--- config.mk ---
export PLATFORM = sky130hd
export DESIGN_NAME = forward_pass_mac
export DESIGN_NICKNAME = d
export VERILOG_FILES = /design/src/rtl/forward_pass_mac.sv
export SDC_FILE = /design/constraint.sdc
export NUM_CORES = 1
export LEC_CHECK = 0
export ABC_AREA = 1
export CAP_MARGIN = 10
export CORE_ASPECT_RATIO = 1.2
export CORE_MARGIN = 4
export CORE_UTILIZATION = 30
export CTS_CLUSTER_DIAMETER = 60
export DETAILED_ROUTE_END_ITERATION = 12
export HOLD_SLACK_MARGIN = 0.12
export PLACE_DENSITY = 0.54
export SLEW_MARGIN = 20
export SYNTH_ARGS = -nofsm -noshare
export SYNTH_HDL_FRONTEND = slang
export SYNTH_SLANG_ARGS = --single-unit
--- constraint.sdc ---
create_clock -name clk_i -period 11.2 [get_ports clk_i]
set_clock_uncertainty 0.1 [all_clocks]
set_input_delay 2.8 -clock clk_i [delete_from_list [all_inputs] [get_ports clk_i]]
set_output_delay 2.8 -clock clk_i [all_outputs]
set_load 0.005 [all_outputs]
--- src/rtl/forward_pass_mac.sv ---
// Forward pass of the 2-layer net: hidden MACs, output MAC, done pulse.
// Optional FWD_SAT_EN: saturate instead of wrap when narrowing results.
module forward_pass_mac #(
    parameter int NUM_IN    = 2,
    parameter int NUM_HID   = 2,
    parameter int HID_SHIFT = 2,
    parameter int AW        = 4,
    localparam int SW = (NUM_HID > 1) ? $clog2(NUM_HID) : 1
) (
    input  logic                clk_i,
    input  logic                rst_i,
    input  logic                start_i,
    input  logic [4*NUM_IN-1:0] x_i,
    output logic [AW-1:0]       w_addr_o,
    output logic                w_rd_o,
    input  logic [7:0]          w_data_i,
    input  logic [SW-1:0]       hid_sel_i,
    output logic [9:0]          hidden_val_o,
    output logic [18:0]         final_o,
    output logic                busy_o,
    output logic                done_o
);

    localparam logic [2:0] S_IDLE    = 3'd0;
    localparam logic [2:0] S_HID_MAC = 3'd1;
    localparam logic [2:0] S_HID_WB  = 3'd2;
    localparam logic [2:0] S_OUT_MAC = 3'd3;
    localparam logic [2:0] S_OUT_WB  = 3'd4;
    localparam logic [2:0] S_DONE    = 3'd5;

    localparam int CMAX = (NUM_IN > NUM_HID) ? NUM_IN : NUM_HID;
    localparam int CW   = (CMAX > 1) ? $clog2(CMAX) : 1;
    localparam int JW   = (NUM_HID > 1) ? $clog2(NUM_HID) : 1;

    logic [2:0]    state_q;
    logic [CW-1:0] i_q;
    logic [JW-1:0] j_q;
    logic [3:0]    x_q [NUM_IN];
    logic [9:0]    hid_q [NUM_HID];
    logic [19:0]   acc_q;
    logic [18:0]   final_q;

    logic [9:0]    opa;
    logic [17:0]   prod;
    logic [19:0]   acc_nxt;
    logic [19:0]   shifted;
    logic [9:0]    hid_new;
    logic [18:0]   final_new;

    // Pick the operand paired with the weight returned this cycle
    always_comb begin
        opa = '0;
        unique case (state_q)
            S_HID_MAC: begin
                for (int k = 0; k < NUM_IN; k++) begin
                    if (k + 1 == int'(i_q)) opa = 10'(x_q[k]);
                end
            end
            S_HID_WB: opa = 10'(x_q[NUM_IN-1]);
            S_OUT_MAC: begin
                for (int k = 0; k < NUM_HID; k++) begin
                    if (k + 1 == int'(i_q)) opa = hid_q[k];
                end
            end
            S_OUT_WB: opa = hid_q[NUM_HID-1];
            default: opa = '0;
        endcase
    end

    // Multiply-accumulate and narrowing of the written-back values
    always_comb begin
        prod    = 18'(opa) * 18'(w_data_i);
        acc_nxt = acc_q + 20'(prod);
        shifted = acc_nxt >> HID_SHIFT;
`ifdef FWD_SAT_EN
        hid_new   = (shifted > 20'd1023) ? 10'h3FF : 10'(shifted);
        final_new = (acc_nxt > 20'd524287) ? 19'h7FFFF : 19'(acc_nxt);
`else
        hid_new   = 10'(shifted);
        final_new = 19'(acc_nxt);
`endif
    end

    // Weight read port: one read per MAC cycle, idle otherwise
    always_comb begin
        w_rd_o   = 1'b0;
        w_addr_o = '0;
        unique case (state_q)
            S_HID_MAC: begin
                w_rd_o   = 1'b1;
                w_addr_o = AW'(int'(j_q) * NUM_IN + int'(i_q));
            end
            S_OUT_MAC: begin
                w_rd_o   = 1'b1;
                w_addr_o = AW'(NUM_HID * NUM_IN + int'(i_q));
            end
            default: begin
                w_rd_o   = 1'b0;
                w_addr_o = '0;
            end
        endcase
    end

    // Status flags and the selectable hidden readout
    always_comb begin
        done_o       = (state_q == S_DONE);
        busy_o       = (state_q != S_IDLE) && (state_q != S_DONE);
        final_o      = final_q;
        hidden_val_o = '0;
        for (int k = 0; k < NUM_HID; k++) begin
            if (k == int'(hid_sel_i)) hidden_val_o = hid_q[k];
        end
    end

    // Sequencer and datapath registers
    always_ff @(posedge clk_i) begin
        if (rst_i) begin
            state_q <= S_IDLE;
            i_q     <= '0;
            j_q     <= '0;
            acc_q   <= '0;
            final_q <= '0;
            for (int k = 0; k < NUM_IN; k++) x_q[k] <= '0;
            for (int k = 0; k < NUM_HID; k++) hid_q[k] <= '0;
        end else begin
            unique case (state_q)
                S_IDLE: begin
                    if (start_i) begin
                        for (int k = 0; k < NUM_IN; k++) begin
                            x_q[k] <= x_i[4*k +: 4];
                        end
                        acc_q   <= '0;
                        i_q     <= '0;
                        j_q     <= '0;
                        state_q <= S_HID_MAC;
                    end
                end
                S_HID_MAC: begin
                    acc_q <= acc_nxt;
                    if (int'(i_q) == NUM_IN - 1) begin
                        i_q     <= '0;
                        state_q <= S_HID_WB;
                    end else begin
                        i_q <= i_q + 1'b1;
                    end
                end
                S_HID_WB: begin
                    for (int k = 0; k < NUM_HID; k++) begin
                        if (k == int'(j_q)) hid_q[k] <= hid_new;
                    end
                    acc_q <= '0;
                    i_q   <= '0;
                    if (int'(j_q) == NUM_HID - 1) begin
                        state_q <= S_OUT_MAC;
                    end else begin
                        j_q     <= j_q + 1'b1;
                        state_q <= S_HID_MAC;
                    end
                end
                S_OUT_MAC: begin
                    acc_q <= acc_nxt;
                    if (int'(i_q) == NUM_HID - 1) begin
                        i_q     <= '0;
                        state_q <= S_OUT_WB;
                    end else begin
                        i_q <= i_q + 1'b1;
                    end
                end
                S_OUT_WB: begin
                    final_q <= final_new;
                    acc_q   <= '0;
                    state_q <= S_DONE;
                end
                S_DONE: state_q <= S_IDLE;
                default: state_q <= S_IDLE;
            endcase
        end
    end

endmodule
Word level (Yosys, flattened, before mapping)
Memory sizes are Yosys's and may differ from the RTL's.
Index checks and enable logic that the tools add are counted.
- mux-type cells: 36
- reduce and logical (&&, ||, !) cells: 12
- eq/ne operators: 9
- $add $sub $neg: 5
- multipliers: 1
- bitwise gates (word level): 4
- operators with widths (operator ; count):
    $pmux 20 s3 ; 1
    $mux 10 ; 4
    $pmux 10 s4 ; 1
    $add 20x18->20 ; 1
    $mux 20 ; 1
    $mul 10x8->18 ; 1
    $mux 1 ; 18
    $pmux 3 s5 ; 1
    $mux 4 ; 3
    $mux 3 ; 3
    $reduce_bool 3->1 ; 3
    $pmux 4 s2 ; 1
    $eq 3x2->1 const B ; 2
    $eq 3x3->1 const B ; 2
    $ne 2x2->1 const B ; 3
    $reduce_and 2->1 ; 3
    $add 3x1->4 const A ; 1
    $or 1x1->1 ; 4
    $reduce_or 2->1 ; 2
    $add 2x1->3 ; 1
    $eq 3x1->1 const B ; 1
    $logic_not 3->1 ; 1
    $ne 3x3->1 const B ; 1
    $pmux 1 s3 ; 1
    other kinds (6) ; 7
- memory bits (writable): 28
- register bits: 44
- logic and storage cells: 74
- input port bits: 20
- memories kept: 2
- memory list (memory ; words ; width ; rd ports ; clocked after Yosys merged registers in ; wr ports ; line ; source):
    hid_q ; 2 ; 10 ; 2 ; 0 ; 2 ; 39 ; logic [9:0] hid_q [NUM_HID];
    x_q ; 2 ; 4 ; 2 ; 0 ; 2 ; 38 ; logic [3:0] x_q [NUM_IN];

Logic depth before layout (Yosys ltp)
Gate-level depths: netlist of run 1.
An unclocked memory read counts as a cell.
- depth in word-level cells: 6
- mapped depth: 29
- gate-level depth less buffers: 29

Worst setup path before layout of run 1
OpenSTA, ideal clock, no wires.
- path kind: input -> register
- start point: input port w_data_i[1]
- end point: memory hid_q[1][9], in the netlist hid_q[0][19], data pin
- cell stages on the path: 15
- path buffers: 1
- library setup time: 258 ps
- arrival time: 6267 ps
- slack: 4575 ps
- path through: buf_1 > nand2_1 > fa_1 > inv_1 > fa_1 > inv_1 > fa_1 > fa_1 > inv_1 > ha_1 > a21oi_1 > nand2_1 > a21oi_1 > xnor2_1 > and3_1
- RTL lines (element ; line ; source):
    start, declared ; 16 ; input logic [7:0] w_data_i,
    end, declared ; 39 ;

Worst setup path after layout of run 1
- start point: input port hid_sel_i
- end point: output port hidden_val_o[9]
- cells in the longest elaborated chain, start to end: 1
- ends and longest elaborated chain (element ; line ; source):
    start, declared ; 17 ; input logic [SW-1:0] hid_sel_i,
    $mux 10 ; 111 ; if (k == int'(hid_sel_i)) hidden_val_o = hid_q[k];
    end, declared ; 18 ; output logic [9:0] hidden_val_o,
No other way between the ends.

==> run metrics, run 1 <==
routability cong.=0.863; antenna viol nets, final=0; Place WS=3.54 ns; RSZ-0062 raised after global routing=false; clk slew on worst S/H paths=0.06 ns; DR vias/cell=4.30; Crit. End Element=output pin; CP Data Arrival Time=roughly 4.5 ns; Routed WL per cell=~14 microns; Max Clk Rate=135 MHz; Crit Path Max Fanout=20; top cell type's share of synthesized area=0.200; combinational share of power=0.264; Hold Buf Count CTS=0; Skew-Pair Late Insertion Delay=0.34 ns; Syn Nets=969; Critical Path RT=8.30 ns; First-pass DRT Iterations=5; final max-slew violation count=0; top cells by area, synth=fa_1, dfxtp_1, edfxtp_1; Mapped Cells=between 800 and 900; CTS buffer count=9; H-tree levels=3; Max Cap Viol=0; clk root buf=clkbuf_16; vias in the first global route=5,222; Area Overhead vs Synth=17.1%; number of synthesized flops with an enable pin=28; Hold Slack=0.363 ns; Detailed Place HPWL=13,200 microns; share of cells above drive strength 1=0.0612; post-synthesis sequential area ratio=0.266; commonest non-fill, non-tap cell in the layout=inv_1; Die X=141 microns; Placeable Area=21,000 sq um; final WL=approximately 16,000 microns; Post-synth ARST share=0; Cell Pwr Density=108 nW/um^2; Unique masters post-synth=41; Post-CTS Setup Inserts=0; DRC Markers=0; most frequent cells in the layout=inv_1, nand2_1, nor2_1, fa_1, clkdlybuf4s50_1; TNS Setup=0 ns; relative slew slack=0.587; PortBufs=54; status=finished, final reports clean; Total Nets Final=1,018; Cell Rows=58; minimum clock period=7.40 ns; startpoint types=primary input; Tot GR Track Use=0.143; Setup CP Type=primary input to output pin; main flop type after synthesis=dfxtp_1; Post-Syn Area=about 6400 sq um; # resized after CTS=0; CTS tree=yes; Worst-Margin Slew=0.617 ns; final worst-path cycle share=0.661; initial antenna violation count=0; total global routing overflow=0; Pleak=between 0.003 and 0.004 uW; Max Root-Sink Buffers=2; Final Hold Viols=0; Flop pwr share=0.371; die area=23,700 sq um; via count=5,031; # setup viols final=0; die height=168 microns; Setup WS post-layout=3.80 ns; Starting DRT DRC Count=approximately 210; sw frac=0.333; post-synth top area cell=fa_1; #FFs+latches synth=71; Mean Syn Cell Area=about 7.6 sq um; Inserted Diodes=0; largest net degree at the start of global routing=34; IO Count=56; fillers=around 2.3k; Worst IR Drop VDD=0.0681 mV; HP Class=flop to flop; first-pass GRT wire length=27,100 microns; synthesis warning total=0; Starting Density=0.305; Psw=268 uW; Clock Power Share=0.365; clock sinks=71; Internal Power=537 uW
[through the flow]
stage                     power (uW)   util  std cells  cell area (sq um)
after CTS                        817  0.357       1169               7480
after global routing             859  0.357       1169               7480
after global placement           519  0.342       1153               7180
final                            805  0.357       1169               7480
after detailed placement         519  0.342       1153               7180
after floorplan                  441      -        845               6390
[kinds of logic after synthesis]
logic type,share of synthesized area
AND/OR/NAND/NOR,0.215
buffers and inverters,0.153
adder cells (fa/ha/maj),0.279
AO/OA/AOI/OAI,0.0744
flip-flops,0.266
XOR/XNOR,0.0123
other,0.000587
[cells in the mapped netlist (3+ instances only)]
cell type	n
inv_1	211
nand2_1	184
nor2_1	115
fa_1	64
dfxtp_1	43
ha_1	40
a21oi_1	36
edfxtp_1	28
nand3_1	21
o21ai_0	21
inv_2	13
clkbuf_1	6
o21ai_2	5
xor2_1	5
nor3_1	4
o22ai_4	4
xnor2_1	4
buf_1	3
buf_2	3
buf_6	3
clkinv_1	3
nor2_2	3
[metal layers]
metal  global-route usage  vias up  share of wire
li1                     -     2594              -
met1                0.194     2339           0.47
met2                0.236       83           0.48
met3               0.0205       15          0.039
met4               0.0434        0          0.016
met5                    0        -              0
[power by group through the flow]
stage	registers, uW	clock network, uW	logic [uW]
6_report	299	294	213
2_1_floorplan	302	0	140
3_3_place_gp	304	0	215
3_5_place_dp	304	0	214
4_1_cts	299	301	217
5_1_grt	301	315	243
[state kept, by name, indices dropped and copies added (netlist names)]
| name | flops |
|---|---|
| hid_q | 20 |
| acc_q | 19 |
| final_o | 19 |
| x_q | 8 |
| state_q | 3 |
| i_q | 1 |
| j_q | 1 |
[critical path, stage by stage]
cell and delay [ns]:
clkdlybuf4s50_1 0.86, nor2_1 0.09, a21oi_1 0.20, clkdlybuf4s50_1 0.54
[cell type report]
type	instances	area, sq um	area share
clock buffer	9	225	0.0301
clock inverter	7	77.6	0.0104
inverter	230	881	0.118
multi-input combinational	527	3710	0.496
sequential	71	1700	0.227
tap	270	338	0.0451
timing repair buffer	55	548	0.0732
[worst paths after layout]
| check | endpoint | from | slack, ns | cells past startpoint |
|---|---|---|---|---|
| max reg2reg | hid_q[0][17] | state_q[0] | 5.33 | 24 |
| min reg2reg | acc_q[1] | acc_q[1] | 0.36 | 2 |
| min | acc_q[1] | acc_q[1] | 0.36 | 2 |
| max | hidden_val_o[9] | hid_sel_i | 3.80 | 4 |
Note: power is estimated with default switching activity, not from simulation.
==> inputs of run 2 (changes only) <==
--- a/config.mk
+++ b/config.mk
@@ -13,7 +13,7 @@
 export CTS_CLUSTER_DIAMETER = 60
 export DETAILED_ROUTE_END_ITERATION = 12
 export HOLD_SLACK_MARGIN = 0.12
-export PLACE_DENSITY = 0.54
+export PLACE_DENSITY = 0.56
 export SLEW_MARGIN = 20
 export SYNTH_ARGS = -nofsm -noshare
 export SYNTH_HDL_FRONTEND = slang
==> constraint.sdc (replaced) <==
create_clock -name clk_i -period 6.7 [get_ports clk_i]
set_clock_uncertainty 0.1 [all_clocks]
set_input_delay 1.675 -clock clk_i [delete_from_list [all_inputs] [get_ports clk_i]]
set_output_delay 1.675 -clock clk_i [all_outputs]
set_load 0.005 [all_outputs]
==> run 2 against run 1 <==
  * Flip-flop and latch count did not move
  * Sequential share of layout area is 0.072 points lower
  * Clock power rose by 53%
  * Global-route usage up 0.14 points
  * Cell count grew 0.51%
  * Count of clock-buffer cells in the layout unchanged
  * Largest cell class unchanged
  * Die area stayed put
==> run metrics, run 2 (synthesis results as in run 1) <==
Final Cell Area=7510 sq um (+0.32%); Total Nets Final=1,024 (+0.59%); Setup CP Type=primary input to flop; crit path cell chain=clkdlybuf4s50_1, clkinv_1, nor2_1, fa_1, fa_1, fa_1, inv_1, fa_1, inv_1, ha_1, nand2_1, nor2_1, nand3_1, nand2_1, xor2_1, inv_1, nor2_1; First-pass DRT Iterations=5 (unchanged); largest stage delay on the critical path=0.56 ns (-0.30 ns); PortBufs=54 (unchanged); RSZ-0062 raised after global routing=false; IO Count=56 (unchanged); Reg with most FFs=hid_q; die area=23,700 sq um (unchanged); HP Class=flop to flop; # setup viols final=0 (unchanged); Starting DRT DRC Count=259 (+22%); Skew-Pair Late Insertion Delay=0.34 ns (about the same); Crit. End Element=flop; Cell Rows=58 (unchanged); first-pass GRT wire length=27,400 microns (+1.0%); Routed WL per cell=13.7 microns (-0.35%); TNS Setup=0 ns (unchanged); # resized after CTS=0 (unchanged); number of flip-flops in the largest register=20 (unchanged); final worst-path cycle share=0.911; Tot GR Track Use=0.144 (+0.00141); Worst path most repeated cell=fa_1; clock sinks=71 (unchanged); clk root buf=clkbuf_16; Max Root-Sink Buffers=2 (unchanged); Final Hold Viols=0 (unchanged); Hold Slack=0.369 ns (+0.00590 ns); most frequent cells in the layout=inv_1, nand2_1, nor2_1, fa_1, clkdlybuf4s50_1; crit path max-delay cell type=fa_1; Hold Buf Count CTS=0 (unchanged); Max Cap Viol=0 (unchanged); Crit Path Max Fanout=9 (-55%); commonest non-fill, non-tap cell in the layout=inv_1; CTS tree=yes; antenna viol nets, final=0 (unchanged); largest net degree at the start of global routing=34 (unchanged); via count=5,111 (+1.6%); final max-slew violation count=0 (unchanged); H-tree levels=3 (unchanged); Place WS=0.251 ns (-3.28 ns); Cell Pwr Density=175 nW/um^2 (+62%); Worst IR Drop VDD=0.0982 mV (+44%); Worst-Margin Slew=0.660 ns (+0.0425 ns); minimum clock period=6.10 ns; relative slew slack=0.559 (-0.0284); Starting Density=0.305 (unchanged); Die X=141 microns (unchanged); Inserted Diodes=0 (unchanged); CTS buffer count=9 (unchanged); initial antenna violation count=0 (unchanged); total global routing overflow=0 (unchanged); share of cells above drive strength 1=0.0663 (+0.00512); Area Overhead vs Synth=17.4%; Detailed Place HPWL=13,300 microns (+0.84%); Reg area=1700 sq um (unchanged); Multi-input gate area=3710 sq um (unchanged); Setup WS post-layout=0.596 ns (-3.20 ns); fillers=2,187 (-4.5%); CP Data Arrival Time=6.18 ns (+1.68 ns); routability cong.=0.839 (-2.8%); startpoint types=primary input; final WL=16,100 microns (+0.16%); clk slew on worst S/H paths=0.06 ns (about the same); Post-CTS Setup Inserts=0 (unchanged); vias in the first global route=5,283 (+1.2%); Max Clk Rate=between 150 and 200 MHz; placed instance area=7230 sq um (+0.63%); DR vias/cell=4.35 (+1.1%); Critical Path RT=6.78 ns (-1.52 ns); DRC Markers=0 (unchanged); Pleak=0.00378 uW (+0.38%); die height=168 microns (unchanged); Placeable Area=21,000 sq um (unchanged); status=finished, final reports clean
==> run 2: cell types whose count changed in the layout (fill, tap and decap cells not counted) <==
cell,before,now
buf_4,1,7
clkinv_2,1,0
clkinv_1,3,4
inv_6,3,2
bufinv_16,1,0
clkinvlp_4,1,2
inv_8,0,1
==> run 2: through the flow <==
stage                util  std cells  total power (uW)
CTS                 0.358       1175              1330
global route        0.358       1175              1400
finish              0.358       1175              1310
detailed placement  0.345       1159               870
global placement    0.345       1159               872
floorplan               -        845               738
==> run 2: worst paths after layout <==
path | cells past startpoint | from | endpoint | slack, ns
worst min register to register | 2 | acc_q[16] | acc_q[16] | 0.37
worst min-delay path | 2 | acc_q[16] | acc_q[16] | 0.37
worst max-delay path | 17 | w_data_i[6] | hid_q[0][8] | 0.60
worst max register to register | 22 | state_q[1] | hid_q[0][8] | 1.33
==> run 2: worst max-delay path: cells and delay by family <==
kind	cells	cell delay, ns
adders and majority gates	5	2.45
buffers and inverters	5	0.98
and+or+nand+nor	6	0.78
xor gates and xnor gates	1	0.28
==> run 2: layout make-up <==
type                    count  share of cell area
multi-input cells         527               0.494
flip-flops and latches     71               0.227
inverters                 230               0.117
repair buffers             61              0.0790
well taps                 270              0.0450
clock buffers               9              0.0300
clock inverters             7             0.00750
==> run 2: routing by layer <==
layer / track usage / routed length (microns) / up-vias
met5: 0 / 0 / -
met1: 0.202 / 7890 / 2413
li1: - / - / 2605
met2: 0.233 / 7410 / 77
met4: 0.0388 / 275 / 0
met3: 0.0227 / 507 / 16
==> run 2: where the power goes <==
part | switching [uW] | leakage (uW) | total, uW | internal, uW
registers | 16.9 | 0.000641 | 500 | 483
clock network | 196 | 0.000132 | 451 | 255
logic | 233 | 0.00300 | 361 | 128
==> inputs of run 3 (changes only) <==
--- a/config.mk
+++ b/config.mk
@@ -13,7 +13,7 @@
 export CTS_CLUSTER_DIAMETER = 60
 export DETAILED_ROUTE_END_ITERATION = 12
 export HOLD_SLACK_MARGIN = 0.12
-export PLACE_DENSITY = 0.56
+export PLACE_DENSITY_LB_ADDON = 0.12
 export SLEW_MARGIN = 20
 export SYNTH_ARGS = -nofsm -noshare
 export SYNTH_HDL_FRONTEND = slang
==> run 3 against run 2 <==
  * Fmax up 0.83%
  * Flip-flop and latch count unchanged
  * First-iteration DRC count down 39%
  * Cell count up 0.26%
  * Sequential share of layout area down 0.12 points
  * Largest power group unchanged
  * Combinational power up 4%
  * Count of clock-buffer cells in the layout unchanged
  * Register-to-register slack worse by 0.12 ns
  * Non-clock buffer count up 3
==> run metrics, run 3 (synthesis results as in run 1) <==
crit path max-delay cell type=fa_1; worst r2r dst=hid_q[0][7]; largest stage delay on the critical path=0.55 ns (about the same); Area Overhead vs Synth=18.1%; minimum clock period=6.05 ns (-0.0505 ns); top sig layer=met4; Total Nets Final=1,027 (+0.29%); number of flip-flops in the largest register=20 (unchanged); largest net degree at the start of global routing=34 (unchanged); First-pass DRT Iterations=4 (-1); hold path startpoint=acc_q[6]; most frequent cells in the layout=inv_1, nand2_1, nor2_1, fa_1, clkdlybuf4s50_1; Max Cap Viol=0 (unchanged); final max-slew violation count=0 (unchanged); clk root buf=clkbuf_16; Max Clk Rate=165 MHz (+0.83%); Reg area=1700 sq um (unchanged); RR Startpoint=state_q[0]; Pleak=0.00381 uW (+0.81%); Worst IR Drop VDD=0.0993 mV (+1.1%); Routed WL per cell=14.9 microns (+8.6%); RSZ-0062 raised after global routing=false; commonest non-fill, non-tap cell in the layout=inv_1; initial antenna violation count=0 (unchanged); Setup CP Type=primary input to flop; H-tree levels=3 (unchanged); r2r worst-path depth=24 (+9.1%); CP top delay family=adder cells; relative slew slack=0.585 (+0.0259); flop2flop setup slack=1.21 ns (-0.12 ns); final WL=17,500 microns (+8.9%); IO Count=56 (unchanged); crit path cell chain=clkdlybuf4s50_1, clkinv_1, nor2_1, fa_1, fa_1, fa_1, inv_1, fa_1, inv_1, ha_1, nand2_1, nor2_1, nand2_1, nand3_1, xor2_1, inv_1, nor2_1; CP Data Arrival Time=6.14 ns (-0.04 ns); Cell Rows=58 (unchanged); vias in the first global route=5,472 (+3.6%); die height=168 microns (unchanged); Die X=141 microns (unchanged); status=finished, final reports clean; DRC Markers=0 (unchanged); Buf+Inv Stages, Crit Path=5 (unchanged); first-pass GRT wire length=29,000 microns (+6.0%); Crit Path Max Fanout=9 (unchanged); Reg with most FFs=hid_q; routability cong.=0.822 (-2.1%); Tot GR Track Use=0.156 (+0.0118); Hold Buf Count CTS=0 (unchanged); Placeable Area=21,000 sq um (unchanged); Inserted Diodes=0 (unchanged); placed insts=1,162 (+0.26%); placed instance area=7250 sq um (+0.31%); Post-CTS Setup Inserts=0 (unchanged); total global routing overflow=0 (unchanged); # setup viols final=0 (unchanged); routed wl met3=455 microns (-10%); Starting Density=0.305 (unchanged); Worst-Margin Slew=0.620 ns (-0.0401 ns); Layout Cells excl Fill=1,178 (+0.26%); DR vias/cell=4.35 (about the same); Starting DRT DRC Count=159 (-39%); die area=23,700 sq um (unchanged); clk slew on worst S/H paths=0.06 ns (about the same); antenna viol nets, final=0 (unchanged); TNS Setup=0 ns (unchanged); via count=5,122 (+0.22%); Worst Hold Path EP=acc_q[6]; final worst-path cycle share=0.904 (-0.00753); Skew-Pair Late Insertion Delay=0.34 ns (about the same); clock sinks=71 (unchanged); CTS buffer count=9 (unchanged); Worst path most repeated cell=fa_1; Final Hold Viols=0 (unchanged); PortBufs=54 (unchanged); startpoint types=primary input; met2 WL post-DR=8000 microns (+8.0%); Multi-input gate area=3710 sq um (unchanged); Detailed Place HPWL=14,300 microns (+7.8%); CTS tree=yes; Crit. End Element=flop; Cell Pwr Density=180 nW/um^2 (+3.1%); post-route met1 wirelength=8770 microns (+11%); hold path depth=2 (unchanged); Critical Path RT=6.79 ns (about the same); Max Root-Sink Buffers=2 (unchanged); share of cells above drive strength 1=0.0705 (+0.00419); HP Class=flop to flop; fillers=2,255 (+3.1%); # resized after CTS=0 (unchanged); Final Cell Area=7550 sq um (+0.53%)
run 3: changes by cell type in the layout (fill, tap and decap cells not counted):
| cell | before | now |
|---|---|---|
| clkinv_8 | 0 | 1 |
| clkinv_1 | 4 | 3 |
| inv_6 | 2 | 3 |
| inv_8 | 1 | 2 |
| buf_4 | 7 | 10 |
| clkinvlp_4 | 2 | 0 |
run 3: layout make-up:
class                   instances  share of cell area
clock buffers                   9              0.0298
clock inverters                 7             0.00978
inverters                     230               0.117
multi-input cells             527               0.492
flip-flops and latches         71               0.225
well taps                     270              0.0448
repair buffers                 64              0.0816
run 3: per-stage QoR:
stage | worst slack, ns | hold slack, ns | utilization | power (uW)
2_1_floorplan | 1.20 | 0.339 | - | 738
3_3_place_gp | 0.223 | 0.354 | 0.346 | 892
3_5_place_dp | 0.283 | 0.356 | 0.346 | 890
4_1_cts | 0.614 | 0.366 | 0.360 | 1380
5_1_grt | 0.298 | 0.391 | 0.360 | 1450
6_report | 0.646 | 0.364 | 0.360 | 1360
run 3: worst max path at each step:
| stage | from | to | slack [ns] | depth (start not counted) |
|---|---|---|---|---|
| detailed placement | w_data_i[4] | hid_q[0][17] | 0.28 | 19 |
| finish | w_data_i[7] | hid_q[0][7] | 0.65 | 17 |
| CTS | w_data_i[6] | hid_q[0][17] | 0.61 | 17 |
| global route | w_data_i[7] | hid_q[0][7] | 0.30 | 17 |
| floorplan | w_data_i[1] | hid_q[0][19] | 1.20 | 15 |
| global placement | w_data_i[4] | hid_q[0][7] | 0.22 | 19 |
run 3: worst reg2reg max path: cells and delay by family, from the launching register on:
| family | cells | cell delay [ns] |
|---|---|---|
| buf+inv | 7 | 0.56 |
| flops | 1 | 0.36 |
| xor+xnor | 1 | 0.31 |
| fa+ha+maj | 5 | 2.48 |
| simple gates | 11 | 1.52 |
run 3: power by group:
| part | leakage [uW] | switching, uW | internal, uW | total (uW) |
|---|---|---|---|---|
| logic | 0.00302 | 242 | 133 | 375 |
| clock network | 0.000148 | 222 | 264 | 486 |
| registers | 0.000641 | 16.3 | 483 | 499 |
run 3: routing by layer:
metal,up-vias,GRT usage
li1,2610,-
met1,2420,0.221
met2,70,0.249
met3,22,0.0230
met4,0,0.0426
met5,-,0
